===== src/rtl/chip8_pkg.sv =====
// Shared Chip-8 definitions: memory-transfer op encodings, protection limit and engine FSM states.
package chip8_pkg;

  localparam int unsigned ADDR_W_DEF     = 12;
  localparam logic [11:0] PROT_LIMIT_DEF = 12'h200;

  typedef enum logic [1:0] {
    OP_STORE = 2'd0,
    OP_LOAD  = 2'd1,
    OP_BCD   = 2'd2,
    OP_NOP   = 2'd3
  } op_e;

  typedef enum logic [2:0] {
    IDLE      = 3'd0,
    STORE     = 3'd1,
    LOAD      = 3'd2,
    LOAD_LAST = 3'd3,
    BCD       = 3'd4,
    DONE      = 3'd5
  } state_e;

  // First working state for a freshly accepted command.
  function automatic state_e op_to_state(input op_e op);
    case (op)
      OP_STORE: op_to_state = STORE;
      OP_LOAD:  op_to_state = LOAD;
      OP_BCD:   op_to_state = BCD;
      default:  op_to_state = DONE;
    endcase
  endfunction

endpackage


===== src/rtl/chip8_bcd_split.sv =====
// Combinational 8-bit binary to three BCD digits (hundreds, tens, ones) by constant division.
module chip8_bcd_split (
  input  logic [7:0] val,
  output logic [3:0] hundreds,
  output logic [3:0] tens,
  output logic [3:0] ones
);

  assign hundreds = 4'(val / 8'd100);
  assign tens     = 4'((val / 8'd10) % 8'd10);
  assign ones     = 4'(val % 8'd10);

endmodule


===== src/rtl/chip8_mem_xfer.sv =====
// Chip-8 bulk memory transfer engine for FX55 / FX65 / FX33 over memory port A.
// Optional macro CHIP8_MEM_XFER_I_INCR_EN: STORE/LOAD update I to I+X+1 on completion.
module chip8_mem_xfer
  import chip8_pkg::*;
#(
  parameter int unsigned         ADDR_W     = ADDR_W_DEF,
  parameter logic [ADDR_W-1:0]   PROT_LIMIT = ADDR_W'(PROT_LIMIT_DEF)
) (
  input  logic              clk,
  input  logic              rst,
  input  logic              cmd_valid,
  output logic              cmd_ready,
  input  logic [1:0]        cmd_op,
  input  logic [3:0]        cmd_x,
  input  logic [ADDR_W-1:0] cmd_i,
  input  logic [7:0]        cmd_val,
  output logic [3:0]        rf_raddr,
  input  logic [7:0]        rf_rdata,
  output logic              rf_we,
  output logic [3:0]        rf_waddr,
  output logic [7:0]        rf_wdata,
  output logic              mem_en,
  output logic              mem_write,
  output logic [ADDR_W-1:0] mem_addr,
  output logic [7:0]        mem_wdata,
  input  logic [7:0]        mem_rdata,
  output logic              done,
  output logic              prot_hit,
  output logic [ADDR_W-1:0] i_next,
  output logic              i_we
);

  state_e            state_q, state_d;
  logic [3:0]        k_q, k_d;
  logic [3:0]        x_q;
  logic [ADDR_W-1:0] i_q;
  logic [7:0]        val_q;
  logic              prot_q, prot_d;
  logic              accept;
  logic [ADDR_W-1:0] addr_k;
  logic [3:0]        bcd_hun, bcd_ten, bcd_one;
  logic [3:0]        digit;
`ifdef CHIP8_MEM_XFER_I_INCR_EN
  op_e               op_q;
`endif

  chip8_bcd_split u_bcd (
    .val      (val_q),
    .hundreds (bcd_hun),
    .tens     (bcd_ten),
    .ones     (bcd_one)
  );

  assign addr_k = i_q + ADDR_W'(k_q);

  always_comb begin
    case (k_q[1:0])
      2'd0:    digit = bcd_hun;
      2'd1:    digit = bcd_ten;
      default: digit = bcd_one;
    endcase
  end

  // Next state, counter, protection flag and all port-side outputs.
  always_comb begin
    state_d   = state_q;
    k_d       = k_q;
    prot_d    = prot_q;
    cmd_ready = 1'b0;
    rf_raddr  = 4'd0;
    rf_we     = 1'b0;
    rf_waddr  = 4'd0;
    rf_wdata  = 8'd0;
    mem_en    = 1'b0;
    mem_write = 1'b0;
    mem_addr  = '0;
    mem_wdata = 8'd0;
    done      = 1'b0;
    prot_hit  = 1'b0;
    i_next    = '0;
    i_we      = 1'b0;

    cmd_ready = ~rst & ((state_q == IDLE) | (state_q == DONE));
    accept    = cmd_valid & cmd_ready;

    case (state_q)
      IDLE: begin
        if (accept) begin
          state_d = op_to_state(op_e'(cmd_op));
          k_d     = 4'd0;
          prot_d  = 1'b0;
        end
      end
      STORE: begin
        rf_raddr  = k_q;
        mem_en    = 1'b1;
        mem_write = 1'b1;
        mem_addr  = addr_k;
        mem_wdata = rf_rdata;
        if (addr_k < PROT_LIMIT) prot_d = 1'b1;
        k_d = k_q + 4'd1;
        if (k_q == x_q) state_d = DONE;
      end
      LOAD: begin
        // Read data returns one cycle late, so each cycle retires the previous read.
        mem_en   = 1'b1;
        mem_addr = addr_k;
        if (k_q != 4'd0) begin
          rf_we    = 1'b1;
          rf_waddr = k_q - 4'd1;
          rf_wdata = mem_rdata;
        end
        k_d = k_q + 4'd1;
        if (k_q == x_q) state_d = LOAD_LAST;
      end
      LOAD_LAST: begin
        rf_we    = 1'b1;
        rf_waddr = k_q - 4'd1;
        rf_wdata = mem_rdata;
        state_d  = DONE;
      end
      BCD: begin
        mem_en    = 1'b1;
        mem_write = 1'b1;
        mem_addr  = addr_k;
        mem_wdata = {4'd0, digit};
        if (addr_k < PROT_LIMIT) prot_d = 1'b1;
        k_d = k_q + 4'd1;
        if (k_q[1:0] == 2'd2) state_d = DONE;
      end
      DONE: begin
        done     = 1'b1;
        prot_hit = prot_q;
`ifdef CHIP8_MEM_XFER_I_INCR_EN
        if ((op_q == OP_STORE) || (op_q == OP_LOAD)) begin
          i_next = i_q + ADDR_W'(x_q) + ADDR_W'(1);
          i_we   = 1'b1;
        end else begin
          i_next = i_q;
        end
`else
        i_next = i_q;
`endif
        // Accepting here keeps back-to-back commands gap-free.
        if (accept) begin
          state_d = op_to_state(op_e'(cmd_op));
          k_d     = 4'd0;
          prot_d  = 1'b0;
        end else begin
          state_d = IDLE;
        end
      end
      default: state_d = IDLE;
    endcase
  end

  always_ff @(posedge clk) begin
    if (rst) begin
      state_q <= IDLE;
      k_q     <= 4'd0;
      x_q     <= 4'd0;
      i_q     <= '0;
      val_q   <= 8'd0;
      prot_q  <= 1'b0;
`ifdef CHIP8_MEM_XFER_I_INCR_EN
      op_q    <= OP_NOP;
`endif
    end else begin
      state_q <= state_d;
      k_q     <= k_d;
      prot_q  <= prot_d;
      if (accept) begin
        x_q   <= cmd_x;
        i_q   <= cmd_i;
        val_q <= cmd_val;
`ifdef CHIP8_MEM_XFER_I_INCR_EN
        op_q  <= op_e'(cmd_op);
`endif
      end
    end
  end

endmodule


===== config.mk =====
export PLATFORM = sky130hd
export DESIGN_NAME = chip8_mem_xfer
export DESIGN_NICKNAME = d
export VERILOG_FILES = /design/src/rtl/chip8_pkg.sv /design/src/rtl/chip8_bcd_split.sv /design/src/rtl/chip8_mem_xfer.sv
export SDC_FILE = /design/constraint.sdc
export NUM_CORES = 1
export LEC_CHECK = 0
export BUFFER_PORTS_ARGS = -buffer_cell sky130_fd_sc_hd__buf_2
export CORE_MARGIN = 2
export CORE_UTILIZATION = 35
export DETAILED_ROUTE_END_ITERATION = 8
export PLACE_DENSITY = 0.65
export SLEW_MARGIN = 20
export SYNTH_ARGS = -nofsm -noshare
export SYNTH_HDL_FRONTEND = slang
export SYNTH_SLANG_ARGS = --single-unit

===== constraint.sdc =====
create_clock -name clk -period 4.15 [get_ports clk]
set_clock_uncertainty 0.1 [all_clocks]
set_input_delay 0.6225 -clock clk [delete_from_list [all_inputs] [get_ports clk]]
set_output_delay 0.6225 -clock clk [all_outputs]
set_load 0.005 [all_outputs]

# Word-level counts from Yosys, hierarchy flattened
# Index checks and enable logic that the tools add are counted.
# classes
eq_ne,16
bitwise,4
div,4
order_cmp,1
reduce_logical,12
n_addsub,3
mux,27
# ops
operator,n
$pmux 8 s2,2
$mux 12,2
$pmux 4 s2,3
$pmux 3 s6,1
$mod 8x4->8 const B,2
$mux 3,5
$add 12x4->12,1
$lt 12x10->1 const B,1
$mux 4,3
$pmux 3 s3,1
$div 8x4->8 const B,1
$div 8x7->8 const B,1
$mux 8,1
$ne 2x2->1 const B,4
$mux 1,7
$eq 3x2->1 const B,2
$eq 3x3->1 const B,2
$add 4x1->4 const B,1
$eq 2x1->1 const B,2
$eq 2x2->1 const B,2
$eq 4x4->1,1
$logic_not 2->1,2
$ne 2x1->1 const B,2
$pmux 1 s2,2
13 further kinds,16
# word_totals
word_cells,73
ff_bits,32
in_bits,45
output_inout_bits,55

# Logic depth before layout (Yosys ltp)
# Gate-level depths: netlist (run 1).
# depth
ltp_word,6
ltp_mapped,15
ltp_nobuf,15

# Cells and area by module
# Synthesis (run 1) repeated with hierarchy kept, for this count alone.
# hier_totals
hier_cells,436
hier_area_um2,3258.1
# by_module_without_submodules
mod,seq_area_each_um2,instances,cells_each,area_per_inst_um2
chip8_mem_xfer,640.6,1,311,2361.0
chip8_bcd_split,0.0,1,125,897.1

# Worst setup path before layout (run 1)
# OpenSTA, ideal clock, no wires.
# synth_path
path_type,flip-flop to output port
from,register k_q[1]
to,output mem_wdata[1]
arrival_time_ns,3.291
path_stages_with_launch,16
n_path_buf,1
setup_slack_ns,0.136
t_required_ns,3.428
path_cell_list,dfxtp_1 > inv_1 > ha_1 > clkbuf_1 > a21o_1 > a22oi_1 > o211ai_1 > o21ai_0 > ha_1 > o31ai_1 > o311a_1 > o31ai_1 > xnor2_1 > o21bai_1 > a221o_1 > a22o_1
# synth_via
elab_chain_len,3
elab_cells_between_ends,4
cone_classes,eq/ne: 1; mux: 2; reduce/logical: 1
# synth_lines
element,line_no,rtl
from (decl),chip8_mem_xfer.sv:34,"logic [3:0] k_q, k_d;"
from (signal assigned),chip8_mem_xfer.sv:170,k_q <= k_d;
$eq 2x1->1 / $logic_not 2->1 (equally long branches),chip8_mem_xfer.sv:57,case (k_q[1:0])
$pmux 4 s2 (*),chip8_mem_xfer.sv:57,
$pmux 8 s2 (*),chip8_mem_xfer.sv:86,case (state_q)
to (decl),chip8_mem_xfer.sv:25,"output logic [7:0] mem_wdata,"
# Every way passes the cells marked *; elsewhere a longest branch is shown, timed or not.

# Final worst setup path (run 1)
# layout_path
from,register val_q[6]
to,output mem_wdata[2]
# layout_via
elab_chain_len,4
elab_cells_between_ends,6
cone_classes,div: 4; mux: 2
# layout_lines
element,line_no,rtl
from (decl),chip8_mem_xfer.sv:37,logic [7:0] val_q;
from (signal assigned),chip8_mem_xfer.sv:175,val_q <= cmd_val;
$div 8x4->8,chip8_bcd_split.sv:10,assign tens = 4'((val / 8'd10) % 8'd10);
$mod 8x4->8,chip8_bcd_split.sv:10,
$pmux 4 s2 (*),chip8_mem_xfer.sv:57,
$pmux 8 s2 (*),chip8_mem_xfer.sv:86,
# Marks and branches as above.

==> results by group, run 1 <==
Floorplan
  • Die ar.: 10140 um2
  • Die Span Y: between 100 and 150 um
  • Die Wd: 100.7 um
  • Row count: 35
  • Ports: 100
  • Core area: 9153 um2
  • Starting Density: 0.3575

Route
  • Final ANT Viol Nets: 0
  • DR vias/cell: around 5.4
  • DRC viols: 0
  • Drt pass-1 iters: 5
  • Drt total wl: 10070 um
  • Total number of vias: 3705
  • Drt first-iter violations: 321
  • Routed wire per std cell: 14.70 um

Global routing
  • Largest net degree at the start of global routing: 34
  • Antenna violations before repair: 0
  • Vias in the first global route: 3311
  • GR Overflow Total: 0
  • First-pass GRT wire length: 15760 um
  • GRT Total Usage: 0.1893

Clock network
  • H-tree levels: 2
  • Clock Root Buffer: clkbuf_8
  • Clock transition at path regs: 0.06 ns
  • Longest Clk Path Bufs: 2
  • CTS sink cnt: 32
  • Num CTS Buffers: 5
  • Later-pin clock latency in the skew report: 0.28 ns
  • CTS tree: yes
  • Hold Buf Count CTS: 0

Yosys
  • Synth warnings: 0
  • Async SR Flop Fraction: 0
  • Syn Area/Cell: 7.128 um2
  • Mapped cell area: 3272 um2
  • Ys flop type: dfxtp_1
  • Synth Register Bits: 32
  • Gate Count Post-Synth: 459
  • Post-synth EDFFs: 0
  • Post-synth cell types: 74
  • Post-Syn Nets: between 500 and 600
  • Post-synthesis sequential area ratio: 0.1958

Power
  • Lkg Pwr: 2.026 nW
  • Maximum VDD drop: around 0.00018 V
  • Pwr/cell area: 560.7 nW/um2

Job
  • Max-Cap Viols: 0

Min path
  • Class of the worst hold path: flip-flop to flip-flop

Critical path
  • Crit Path Category: flip-flop to output port
  • WP data arrival: 3.30 ns
  • CP Launch Type: flip-flop
  • CP Max Fanout: 8
  • Crit. End Element: output port
  • CP required: 3.43 ns

Run status
  • Status: complete, no violations

Cells and area
  • Area Overhead vs Synth: 32.77%
  • Antenna diodes: 0
  • Final #Nets: 632
  • Design area: approximately 4300 um2
  • Layout cell share with drive strength beyond 1: 0.3310
  • Filler cells: 916

Timing
  • Fin worst setup slack: 0.1262 ns
  • Final hold vios: 0
  • Final setup vio count: 0
  • Slew at the pin with the worst max-slew slack: about 0.79 ns
  • F_max: 248.5 MHz
  • Period utilisation layout: 0.9696
  • Slew HR: 0.4689
  • Pins Over Slew Limit: 0
  • WHS: 0.3881 ns
  • Post-layout minimum cycle time: around 4.0 ns

Placement
  • Cell Area, Placed: a little under 4000 um2
  • Post-DP HPWL: 7299 um
  • Final RePlAce weighted congestion: 0.9417
  • Input/output buffers: 98
  • Dpl ws: 0.1322 ns
-- worst max-delay path, stage by stage, from the launching register on --
cell and delay [ns]:
dfxtp_4 0.37, buf_4 0.17, buf_6 0.14, a21o_1 0.15, a22oi_1 0.18, o211ai_1 0.12
o21ai_1 0.18, ha_2 0.23, o31ai_4 0.10, o311a_1 0.39, o31ai_4 0.09, xnor2_2 0.16
buf_4 0.14, nor2_1 0.03, or4_1 0.39, nand3_1 0.08, buf_2 0.11
-- power breakdown --
group          switching, mW  internal [mW]  leakage [nW]
Combinational          0.899          0.730          1.71
Clock                  0.116          0.178        0.0552
Sequential             0.119          0.393         0.265
-- final cells by class --
class | instances | area (um2) | area share
Multi-Input combinational cell | 378 | 2547 | 0.5864
Clock inverter | 2 | 35.03 | 0.008065
Sequential cell | 32 | 653.1 | 0.1503
Inverter | 15 | 60.06 | 0.01382
Timing Repair Buffer | 141 | 837.1 | 0.1927
Clock buffer | 6 | 72.57 | 0.01671
Tap cell | 111 | 138.9 | 0.03197
-- per-layer routing --
layer	wire length [um]	part of all wire	vias to the layer above	GRT usage
li1	-	-	1847	-
met1	4646	0.46	1688	0.2618
met2	4482	0.45	151	0.2923
met3	703	0.070	19	0.03537
met4	236	0.023	0	0.06955
met5	0	0	-	0
-- cell families (layout without fill, tap and decap cells) --
logic type	after synthesis	count (layout)	synth area share
AOI/OAI and AO/OA	119	119	0.2623
adders and majority gates	14	14	0.05583
xor gates and xnor gates	21	21	0.05622
DFF	32	32	0.1958
other	1	1	0.001146
buffers and inverters	49	164	0.06692
muxes	4	4	0.01224
and+or+nand+nor	219	219	0.3495
-- cells in the final DEF, fill, tap and decap left out, types with 12 or more instances in the layout --
| cell type | n |
|---|---|
| inv_1 | 12 |
| nand2_1 | 67 |
| nand3b_1 | 23 |
| nor2_1 | 42 |
| buf_4 | 38 |
| dfxtp_1 | 28 |
| o21ai_0 | 20 |
| a21oi_1 | 20 |
| and2_1 | 31 |
| buf_2 | 98 |
-- registers in the layout, indices dropped and copies added, names as in the netlist --
name,cells
i_q,12
x_q,4
val_q,8
k_q,4
prot_q,1
state_q,3
-- per-stage QoR --
stage               TNS (ns)    util  std cells  power [mW]
floorplan                  0       -        459       1.518
global placement           0  0.4273        657       1.897
detailed placement         0  0.4273        657       1.918
CTS                        0  0.4399        665       2.227
global route        -0.06880  0.4746        685       2.651
finish                     0  0.4746        685       2.436
-- final timing paths --
check	from	to	slack, ns	depth (start not counted)
setup / recovery	val_q[6]$_SDFFE_PP0P_	mem_wdata[2]	0.13	16
hold / removal	x_q[3]$_SDFFE_PP0P_	x_q[3]$_SDFFE_PP0P_	0.39	2
setup reg to reg	k_q[2]$_SDFFE_PP0P_	prot_q$_SDFFE_PP0P_	1.57	9
hold reg to reg	x_q[3]$_SDFFE_PP0P_	x_q[3]$_SDFFE_PP0P_	0.39	2
-- synthesized netlist by cell type (7+ instances only) --
library cell   n  share of area
clkbuf_1      21          0.024
nand2_1       68          0.078
and3_1         9          0.017
a31oi_1        7          0.013
nor3_1         7          0.011
o21ai_0       24          0.037
o31ai_1       10          0.023
xnor2_1       12          0.032
ha_1          13          0.050
inv_1         13          0.015
nor2_1        42          0.048
xor2_1         9          0.024
and2_1        32          0.061
dfxtp_1       32           0.20
a21oi_1       21          0.032
nand3b_1      23          0.053
nor2b_1        7          0.013
-- repair_timing --
| item | CTS | global route |
|---|---|---|
| setup buffers | 0 | 20 |
| endpoints found under the hold margin | 0 | 0 |
| gates resized for setup | 4 | 48 |
| setup endpoints to repair | 2 | 3 |
| pin swaps | 0 | 14 |
No activity file was read; power rests on OpenSTA's default activity.
==> run 2, diff against run 1 <==
--- a/config.mk
+++ b/config.mk
@@ -10,6 +10,7 @@
 export CORE_UTILIZATION = 35
 export DETAILED_ROUTE_END_ITERATION = 8
 export PLACE_DENSITY = 0.65
+export REMOVE_ABC_BUFFERS = 1
 export SLEW_MARGIN = 20
 export SYNTH_ARGS = -nofsm -noshare
 export SYNTH_HDL_FRONTEND = slang
==> results by group, run 2 (synthesis results as in run 1) <==
Run status
  • Status: complete, no violations

Power
  • Combinational share of power: 0.660
  • Net Switching: 1.143 mW
  • Lkg Pwr: 2.003 nW
  • Sw Ratio: 0.4697
  • Maximum VDD drop: 0.0001985 V
  • Sequential Power Share: 0.216
  • Internal power: around 1.3 mW
  • Power, Total: 2.434 mW
  • Clk pwr share: 0.123
  • Pwr/cell area: about 570 nW/um2

Cells and area
  • Register area: 654.4 um2
  • Filler cells: 915
  • Largest Register: i_q
  • Most common cell after layout, fill and taps aside: buf_2
  • Most frequent cells in the layout: buf_2 (98), nand2_1 (68), nor2_1 (42)
  • Layout cell share with drive strength beyond 1: 0.3204
  • Top Registers: i_q: 12 flops, val_q: 8 flops
  • Final #Nets: 626
  • Max reg flops: 12
  • Antenna diodes: 0
  • Area Overhead vs Synth: 30.71%
  • Design area: 4277 um2
  • Final core occ: 0.4673
  • Area occupied by multi-input gates: 2532 um2

Critical path
  • Crit. End Element: output port
  • WP data arrival: 3.34 ns
  • Crit Path Category: flip-flop to output port
  • Most Frequent Cell on Critical Path: buf_4
  • CP max stage cell: o31ai_1
  • CP required: between 3 and 4 ns
  • CP Max Fanout: 10
  • Top delay family on crit path: compound AO/OA/AOI/OAI gates
  • CP bufs+invs: 3
  • CP Launch Type: flip-flop
  • Max stage delay on crit path: 0.44 ns
  • Cell Chain, Critical Path: buf_4, and2b_2, buf_4, nor3_1, o31ai_1, a21oi_1, o21ai_2, o22ai_2, a221oi_4, o21bai_1, a221o_1, a22o_1, buf_2

Clock network
  • H-tree levels: 2
  • Num CTS Buffers: 5
  • Clock Root Buffer: clkbuf_8
  • Later-pin clock latency in the skew report: 0.29 ns
  • CTS tree: yes
  • Clock transition at path regs: 0.08 ns
  • Hold Buf Count CTS: 0
  • CTS sink cnt: 32
  • Longest Clk Path Bufs: 2

Route
  • Drt first-iter violations: 232
  • Total number of vias: 3706
  • Routed wire per std cell: 14.88 um
  • Drt pass-1 iters: 5
  • Drt total wl: 10100 um
  • DR vias/cell: approximately 5.5
  • DRC viols: 0
  • Final ANT Viol Nets: 0

Floorplan
  • Ports: 100
  • Core area: 9153 um2
  • Row count: 35
  • Die Span Y: 100.7 um
  • Die ar.: ~10000 um2
  • Die Wd: 100.7 um
  • Starting Density: 0.3575

Timing
  • WHS: 0.3927 ns
  • Final setup vio count: 0
  • Post-layout minimum cycle time: slightly above 4 ns
  • Final hold vios: 0
  • Slew at the pin with the worst max-slew slack: approximately 0.81 ns
  • Period utilisation layout: 0.9785
  • Pins Over Slew Limit: 0
  • Slew HR: 0.4610
  • Fin worst setup slack: 0.08913 ns
  • F_max: 246.3 MHz

Global routing
  • Vias in the first global route: between 3000 and 4000
  • GRT Total Usage: 0.1840
  • First-pass GRT wire length: 15420 um
  • Largest net degree at the start of global routing: 34
  • Antenna violations before repair: 0
  • GR Overflow Total: 0

Placement
  • Dpl ws: 0.02546 ns
  • Input/output buffers: 98
  • Cell Area, Placed: 3874 um2
  • Final RePlAce weighted congestion: 0.9403
  • Post-DP HPWL: 7181 um

Job
  • Max-Cap Viols: 0

Min path
  • Class of the worst hold path: flip-flop to flip-flop
-- run 2: cell count changes in the layout (fill, tap and decap cells not counted), sizes merged --
cell,change
buf,-5
clkbuf,-2
clkinvlp,+1
-- run 2: tightest hold or removal path: cells and delay by family, from the launching register on --
family / cells / cell delay (ns)
simple gates: 2 / 0.13
flops: 1 / 0.33
-- run 2: area by class of cell --
type	count	share of cell area
Multi-Input combinational cell	378	0.5922
Sequential cell	32	0.1530
Clock inverter	3	0.009947
Tap cell	111	0.03248
Clock buffer	5	0.01609
Inverter	15	0.01404
Timing Repair Buffer	135	0.1823
-- run 2: repair_timing --
action                     CTS  global route
gates cloned                 0             0
setup endpoints to repair    3             3
pin swaps                    0            14
resized for setup           10            29
buffers inserted             0            19
-- run 2: per-layer routing --
layer	GRT usage	part of all wire	up-vias
met1	0.2544	0.46	1686
met4	0.03161	0.0096	0
met3	0.03121	0.069	13
li1	-	-	1840
met2	0.3041	0.46	167
met5	0	0	-
-- run 2: metrics by stage --
stage / instances / TNS (ns)
finish: 679 / 0
global route: 679 / -0.09651
CTS: 660 / 0
detailed placement: 652 / 0
global placement: 652 / 0
floorplan: 425 / 0
-- run 2: worst paths after layout --
path	cells past startpoint	slack, ns	to	startpoint
worst max-delay path	13	0.09	mem_wdata[1]	val_q[5]$_SDFFE_PP0P_
worst min-delay path	2	0.39	i_q[3]$_SDFFE_PP0P_	i_q[3]$_SDFFE_PP0P_
worst max register to register	8	1.55	k_q[3]$_SDFFE_PP0P_	state_q[0]$_SDFFE_PP0P_
worst min register to register	2	0.39	i_q[3]$_SDFFE_PP0P_	i_q[3]$_SDFFE_PP0P_
-- run 2: power by group through the flow --
stage	sequential, mW	clock (mW)	combinational [mW]
global placement	0.530	0	1.37
CTS	0.533	0.307	1.39
floorplan	0.524	0	0.931
global route	0.541	0.320	1.76
detailed placement	0.533	0	1.38
finish	0.526	0.301	1.61
